--- src/rtl/mem_port_arbiter.sv ---
// Arbiter sharing one single-ported, fixed-latency memory between the fetch stage (read-only)
// and the memory stage (read/write). Memory stage has fixed priority; each access holds the
// port enabled for WAIT_CYCLES cycles, then spends one DONE cycle before returning to IDLE.
module mem_port_arbiter #(
  parameter int unsigned WORD_WIDTH  = 32,
  parameter int unsigned ADDR_WIDTH  = 32,
  parameter int unsigned WAIT_CYCLES = 3
) (
  input  logic                  clk,
  input  logic                  rst,
  input  logic                  if_req,
  input  logic [ADDR_WIDTH-1:0] if_addr,
  output logic                  if_ready,
  output logic [WORD_WIDTH-1:0] if_rdata,
  input  logic                  mem_req,
  input  logic                  mem_we,
  input  logic [ADDR_WIDTH-1:0] mem_addr,
  input  logic [WORD_WIDTH-1:0] mem_wdata,
  output logic                  mem_ready,
  output logic [WORD_WIDTH-1:0] mem_rdata,
  output logic                  sram_en,
  output logic                  sram_we,
  output logic [ADDR_WIDTH-1:0] sram_addr,
  output logic [WORD_WIDTH-1:0] sram_wdata,
  input  logic [WORD_WIDTH-1:0] sram_rdata,
  output logic                  if_freeze,
  output logic                  mem_freeze,
  output logic                  busy
);

  typedef enum logic [1:0] {StIdle, StAccess, StDone} state_e;
  typedef enum logic [1:0] {OwnNone, OwnIf, OwnMem} owner_e;

  // Counter is 4 bits wide, enough for WAIT_CYCLES up to 15.
  localparam logic [3:0] WaitLoad = 4'(WAIT_CYCLES - 1);

  state_e state_q, state_d;
  owner_e owner_q, owner_d;
  logic [3:0] cnt_q, cnt_d;
  logic grant_mem, grant_if, access_last;

  logic                  en_q, we_q;
  logic [ADDR_WIDTH-1:0] addr_q;
  logic [WORD_WIDTH-1:0] wdata_q;
  logic [WORD_WIDTH-1:0] if_rdata_q, mem_rdata_q;

  // State, owner and wait-counter register.
  always_ff @(posedge clk) begin
    if (!rst) begin
      state_q <= StIdle;
      owner_q <= OwnNone;
      cnt_q   <= '0;
    end else begin
      state_q <= state_d;
      owner_q <= owner_d;
      cnt_q   <= cnt_d;
    end
  end

  // Next-state logic: fixed-priority grant in IDLE, count down in ACCESS, single DONE cycle.
  always_comb begin
    state_d   = state_q;
    owner_d   = owner_q;
    cnt_d     = cnt_q;
    grant_mem = 1'b0;
    grant_if  = 1'b0;
    unique case (state_q)
      StIdle: begin
        if (mem_req) begin
          grant_mem = 1'b1;
          owner_d   = OwnMem;
          cnt_d     = WaitLoad;
          state_d   = StAccess;
        end else if (if_req) begin
          grant_if = 1'b1;
          owner_d  = OwnIf;
          cnt_d    = WaitLoad;
          state_d  = StAccess;
        end
      end
      StAccess: begin
        if (cnt_q == 4'd0) begin
          state_d = StDone;
        end else begin
          cnt_d = cnt_q - 4'd1;
        end
      end
      StDone: begin
        state_d = StIdle;
        owner_d = OwnNone;
      end
      default: begin
        state_d = StIdle;
        owner_d = OwnNone;
      end
    endcase
  end

  assign access_last = (state_q == StAccess) && (cnt_q == 4'd0);

  // Memory port registers and read-data capture; the port is never aborted mid-access.
  always_ff @(posedge clk) begin
    if (!rst) begin
      en_q        <= 1'b0;
      we_q        <= 1'b0;
      addr_q      <= '0;
      wdata_q     <= '0;
      if_rdata_q  <= '0;
      mem_rdata_q <= '0;
    end else if (grant_mem) begin
      en_q    <= 1'b1;
      we_q    <= mem_we;
      addr_q  <= mem_addr;
      wdata_q <= mem_wdata;
    end else if (grant_if) begin
      en_q   <= 1'b1;
      we_q   <= 1'b0;
      addr_q <= if_addr;
    end else if (access_last) begin
      en_q <= 1'b0;
      we_q <= 1'b0;
      // Fetch data is captured even if the request was withdrawn meanwhile.
      if (owner_q == OwnIf) begin
        if_rdata_q <= sram_rdata;
      end else if ((owner_q == OwnMem) && !we_q) begin
        mem_rdata_q <= sram_rdata;
      end
    end
  end

  // Outputs: ready pulses only to a still-requesting owner in DONE; freezes follow.
  always_comb begin
    if_ready   = (state_q == StDone) && (owner_q == OwnIf) && if_req;
    mem_ready  = (state_q == StDone) && (owner_q == OwnMem) && mem_req;
    if_freeze  = if_req & ~if_ready;
    mem_freeze = mem_req & ~mem_ready;
    busy       = (state_q != StIdle);
    sram_en    = en_q;
    sram_we    = we_q;
    sram_addr  = addr_q;
    sram_wdata = wdata_q;
    if_rdata   = if_rdata_q;
    mem_rdata  = mem_rdata_q;
  end

endmodule

--- config.mk ---
export PLATFORM = sky130hd
export DESIGN_NAME = mem_port_arbiter
export DESIGN_NICKNAME = d
export VERILOG_FILES = /design/src/rtl/mem_port_arbiter.sv
export SDC_FILE = /design/constraint.sdc
export NUM_CORES = 1
export LEC_CHECK = 0
export ABC_AREA = 1
export CORE_MARGIN = 5
export CORE_UTILIZATION = 42
export CTS_BUF_LIST = sky130_fd_sc_hd__clkbuf_4 sky130_fd_sc_hd__clkbuf_8
export DETAILED_ROUTE_END_ITERATION = 8
export GPL_TIMING_DRIVEN = 0
export HOLD_SLACK_MARGIN = 0.08
export PLACE_DENSITY_LB_ADDON = 0.1
export SLEW_MARGIN = 20
export SYNTH_ARGS = -nofsm -noshare
export SYNTH_HDL_FRONTEND = slang
export SYNTH_SLANG_ARGS = --single-unit
--- constraint.sdc ---
create_clock -name clk -period 1.95 [get_ports clk]
set_input_delay 0.195 -clock clk [delete_from_list [all_inputs] [get_ports clk]]
set_output_delay 0.195 -clock clk [all_outputs]
set_load 0.005 [all_outputs]
* Word-level counts from Yosys, hierarchy flattened
Cells that the tools add are included.
** Operators by class
- Multiplexer cells :: 22
- $add $sub $neg :: 1
- Bitwise gates (word level) :: 8
- Reduce and logical (&&, ||, !) cells :: 18
- Equal/unequal tests :: 7
** Operator list (number)
- $mux W32 :: 2
- $mux W4 :: 3
- $mux W1 :: 10
- $mux W2 :: 4
- $pmux W2 S2 :: 2
- $pmux W4 S2 :: 1
- $logic_and A1 B1 Y1 :: 6
- $not A1 Y1 :: 6
- $reduce_bool A2 Y1 :: 3
- $reduce_and A5 Y1 :: 1
- $eq A2 B1 Y1 const B :: 2
- $eq A2 B2 Y1 const B :: 2
- $logic_not A4 Y1 :: 1
- $ne A2 B2 Y1 const B :: 2
- $reduce_and A2 Y1 :: 2
- $reduce_and A4 Y1 :: 1
- $sub A4 B1 Y4 const B :: 1
- $ne A3 B3 Y1 const B :: 1
- $reduce_and A3 Y1 :: 1
- $reduce_bool A3 Y1 :: 1
- $and A1 B1 Y1 :: 2
- $logic_not A2 Y1 :: 1
- $logic_not A1 Y1 :: 1
** Word-level totals
- Bits of input ports :: 133
- Register bits after elaboration :: 138
- Output and inout port bits :: 135

* Longest topological paths before layout
- Depth after elaboration :: 5
- Depth in mapped cells :: 9
- Depth with buffers taken out :: 8

* Worst setup path before layout
OpenSTA, ideal clock, no wires.
- Path type :: register to register
- From :: register cnt_q[0]
- To :: register mem_rdata_q[10], in the netlist mem_rdata[10]
- Setup slack :: 558 ps
- Setup time :: 111 ps
- Arrival time :: 1281 ps
- Cell stages (with the launch flop) :: 9
- Clock period less this slack :: 1392 ps
- Required time :: 1839 ps
- Path buffers :: 1
- Cells stage by stage :: dfxtp_1 -> inv_1 -> ha_1 -> nand2_1 -> nor2_2 -> clkbuf_1 -> nand3_1 -> nand2_1 -> nor2_1
** Between the ends
- Longest elaborated chain between the ends :: 3
** RTL lines
- from (decl) :: line 39 : logic [3:0] cnt_q, cnt_d;
- from (signal assigned) :: line 56 : cnt_q <= cnt_d;
- $logic_not A4 Y1 :: line 99 : assign access_last = (state_q == StAccess) && (cnt_q == 4'd0);
- $logic_and A1 B1 Y1 :: line 99
- $reduce_and A5 Y1 (no line)
- to (signal assigned) :: line 126 : mem_rdata_q <= sram_rdata;
- to (decl) :: line 45 : logic [WORD_WIDTH-1:0] if_rdata_q, mem_rdata_q;
No other way between the ends.
A chain may end at the register's enable or synchronous reset.

* Worst setup path after layout
- From :: register state_q[0]
- To :: output port mem_freeze
** Between the ends
- Longest elaborated chain between the ends :: 5
** RTL lines
- from (decl) :: line 37 : state_e state_q, state_d;
- from (signal assigned) :: line 50 : state_q <= StIdle;
- from (signal assigned) :: line 54 : state_q <= state_d;
- $eq A2 B2 Y1 :: line 134 : mem_ready = (state_q == StDone) && (owner_q == OwnMem) && mem_req;
- $logic_and A1 B1 Y1 (2 in a row) :: line 134
- $not A1 Y1 :: line 136 : mem_freeze = mem_req & ~mem_ready;
- $and A1 B1 Y1 :: line 136
- to (decl) :: line 27 : output logic mem_freeze,
No other way between the ends.

==> qor.yml <==
logic_synthesis:
  synth.top_cells.by_area: "sky130_fd_sc_hd__dfxtp_1 (49%), sky130_fd_sc_hd__nor2_1 (18%), sky130_fd_sc_hd__nand2_1 (14%)"
  synth.yosys.warnings: 0
  synth_common_cells: "sky130_fd_sc_hd__nor2_1 (272), sky130_fd_sc_hd__nand2_1 (211), sky130_fd_sc_hd__dfxtp_1 (138), sky130_fd_sc_hd__o21ai_0 (65), sky130_fd_sc_hd__inv_1 (46)"
  synth.cell_area_um2: 5620
  post-synth-top-count-cell: "sky130_fd_sc_hd__nor2_1"
  syn_nets: 974
  synthesized_instance_count: 839
  yosys_register_bits: 138
  synthDominantAreaCellType: "sky130_fd_sc_hd__dfxtp_1"
  synth_ff_type: "sky130_fd_sc_hd__dfxtp_1"
  synth_cell_types: 20
  synth-edff-count: 0
  post-synth-top-area-fraction_pct: 49.1
  synthesis.area_per_instance_um2: 6.70
  synthArstFlopShare_pct: 0
  ys_seq_area_share_pct: 49.1
clock_network:
  cts_hold_repair.buffers: 0
  cts.htree.levels: 4
  cts_post_setup_buffers_inserted: 0
  cts.path.max_buffers: 2
  cts_num_sinks: 138
  clk_root_buffer_cell: "sky130_fd_sc_hd__clkbuf_8"
  cts_tree: "built"
  cts_made_buffers: 17
  clkTransAtPathRegs_ns: 0.07
  cts-resized-gates: 1
  worst_skew_pair.late_latency_ns: 0.44
critical_path:
  crit_path_end_kind: "primary output"
  slack_of_the_worst_reg_to_reg_path_ns: 0.25
  timing.critical_path.required_ns: 1.75
  critPathArrivalTime_ns: 1.62
  r2r_start: "cnt_q[0]$_SDFFE_PN0P_"
  critPathLaunchType: "flop"
  reg2reg_end: "mem_rdata[18]$_SDFFE_PN0P_"
  worstPathMaxFanout: 3
  critPathKind: "flop to primary output"
  worstRegToRegCells: 8
worst_hold_path:
  hold_start: "rst"
  min_delay_worst_endpoint: "sram_wdata[19]$_SDFFE_PN0P_"
  min_path_type: "primary input to flop"
  timing.hold.worst_path_depth: 3
timing:
  worst-slew-pin-transition_ns: 0.510
  max_clock_freq_mhz: 551
  finalSetupViolations: 0
  timing.final.hold_violations: 0
  maxSlewViolCount: 0
  slew_headroom_pct: 66.0
  final.setup.tns_ns: 0
  final.period_utilization_pct: 93.1
  finalCriticalPeriod_ns: 1.82
  grt_setup_unrepaired: "no"
  worst_clock_skew_ns: 0.00465
final_layout:
  inserted_diodes: 0
  layout.nets: 1259
  num-fill-cells: 1233
  syn_to_final_growth_pct: 58.4
  fin_area_um2: 8910
  drive_above_1_share_pct: 5.37
  finalCoreUtilization_pct: 67.5
pwr:
  cellPowerDensity_nw_per_um2: 866
  total_leakage_power_nw: 3.86
  internal_power_mw: 5.51
  p_clk_share_pct: 30.8
  power_switching_share_pct: 28.6
  power.ir.vdd_worst_mv: 0.420
  switchingPower_mw: 2.21
  combPwrFrac_pct: 26.7
  share_seq_of_total_power_pct: 42.5
global_routing:
  global_router_s_overall_resource_usage_pct: 21.5
  first_global_vias: 5678
  grt_max_degree: 17
  gr-total-overflow: 0
  grt_pass1_wl_mm: 27.5
  antenna_found_initial: 0
placed_design:
  place_hpwl_mm: 13.6
  postPlaceCellArea_um2: 8500
  finalWeightedCongestion: 0.782
  port_buffers: 266
floorplanning:
  chipHeight_um: 126
  die-width_um: 126
  coreArea_um2: 13200
  floorplan.initialDensity_pct: 42.6
  ios: 268
  cell_rows: 42
  design.die.area_um2: 15800
route:
  finalWirelength_mm: 17.3
  ant_nets: 0
  first_iter_violations: 276
  drcViolationCount: 0
  detailedRoute.firstPassIterationCount: 4
  routedWlPerCell_um: 13.2
  num_vias: 5921
  detail_route.vias_per_cell: 4.51
run_status:
  outcome: "finished clean"
job:
  drv_cap: 0
power by group through the flow:
stage | logic [mW] | clock network, mW | registers (mW)
2_1_floorplan | 0.937 | 0 | 3.36
3_3_place_gp | 2.06 | 0 | 3.33
3_5_place_dp | 2.07 | 0 | 3.34
4_1_cts | 2.08 | 2.42 | 3.28
5_1_grt | 2.30 | 2.55 | 3.32
6_report | 2.06 | 2.38 | 3.28
flip-flops by register name, summed over array words and instances, names as in the netlist:
signal / cells
cnt_q: 4
owner_q: 2
mem_rdata: 32
sram_we: 1
sram_wdata: 32
state_q: 2
sram_en: 1
sram_addr: 32
if_rdata: 32
layout by cell type, fill, tap and decap left out, drive strengths merged:
cell type / count
nor2: 276
a21oi: 5
clkinv: 5
and2: 1
clkbuf: 46
ha: 2
o21ai: 66
nand3: 39
nor4: 1
nand4: 1
clkinvlp: 1
clkdlybuf4s50: 265
nand2: 211
dlygate4sd2: 1
bufinv: 3
dfxtp: 138
a31oi: 1
inv: 48
buf: 26
worst max-delay path: stages, from the launching register on:
cell,delay (ns)
sky130_fd_sc_hd__dfxtp_2,0.35
sky130_fd_sc_hd__inv_2,0.06
sky130_fd_sc_hd__nand4_1,0.11
sky130_fd_sc_hd__inv_1,0.05
sky130_fd_sc_hd__nor2_1,0.08
sky130_fd_sc_hd__clkdlybuf4s50_1,0.53
worst max path at each step:
| stage | slack, ns | to | from |
|---|---|---|---|
| 2_1_floorplan | 0.56 | mem_rdata[10]$_SDFFE_PN0P_ | cnt_q[0]$_SDFFE_PN0P_ |
| 3_3_place_gp | 0.12 | sram_addr[31]$_SDFFE_PN0P_ | mem_req |
| 3_5_place_dp | 0.05 | sram_addr[3]$_SDFFE_PN0P_ | mem_req |
| 4_1_cts | 0.02 | mem_ready | state_q[1]$_SDFFE_PN0P_ |
| 5_1_grt | 0.02 | mem_rdata[21]$_SDFFE_PN0P_ | cnt_q[0]$_SDFFE_PN0P_ |
| 6_report | 0.13 | mem_freeze | state_q[0]$_SDFFE_PN0P_ |
metrics by stage:
stage / power, mW / instances / hold slack [ns] / setup slack [ns]
3_5_place_dp: 5.41 / 1281 / 0.456 / 0.0544
6_report: 7.72 / 1312 / 0.136 / 0.135
4_1_cts: 7.78 / 1312 / 0.112 / 0.0182
3_3_place_gp: 5.39 / 1281 / 0.450 / 0.124
5_1_grt: 8.17 / 1312 / 0.143 / 0.0170
2_1_floorplan: 4.29 / 839 / 0.343 / 0.558
kinds of logic (layout without fill, tap and decap cells):
group / count (synthesis) / count (layout) / share of synthesized area (%)
AOI/OAI and AO/OA: 72 / 72 / 6.50
DFF: 138 / 138 / 49.1
adders and majority gates: 2 / 2 / 0.445
buffers and inverters: 98 / 395 / 7.23
and+or+nand+nor: 529 / 529 / 36.7
cell type report:
cell class / instances / area (um^2) / share of cell area (%)
sequential: 138 / 2770 / 31.0
timing repair buffer: 266 / 2660 / 29.9
multi-input combinational: 603 / 2450 / 27.5
clock buffer: 22 / 278 / 3.12
buffer: 50 / 226 / 2.54
tap: 176 / 220 / 2.47
inverter: 48 / 180 / 2.02
clock inverter: 9 / 123 / 1.38
metal layers:
metal	routed length [um]	global-route usage, %
met2	8290	37.4
met5	0	0
met4	435	8.04
met3	1820	9.78
met1	6800	23.0
(Power assumes the default switching activity.)
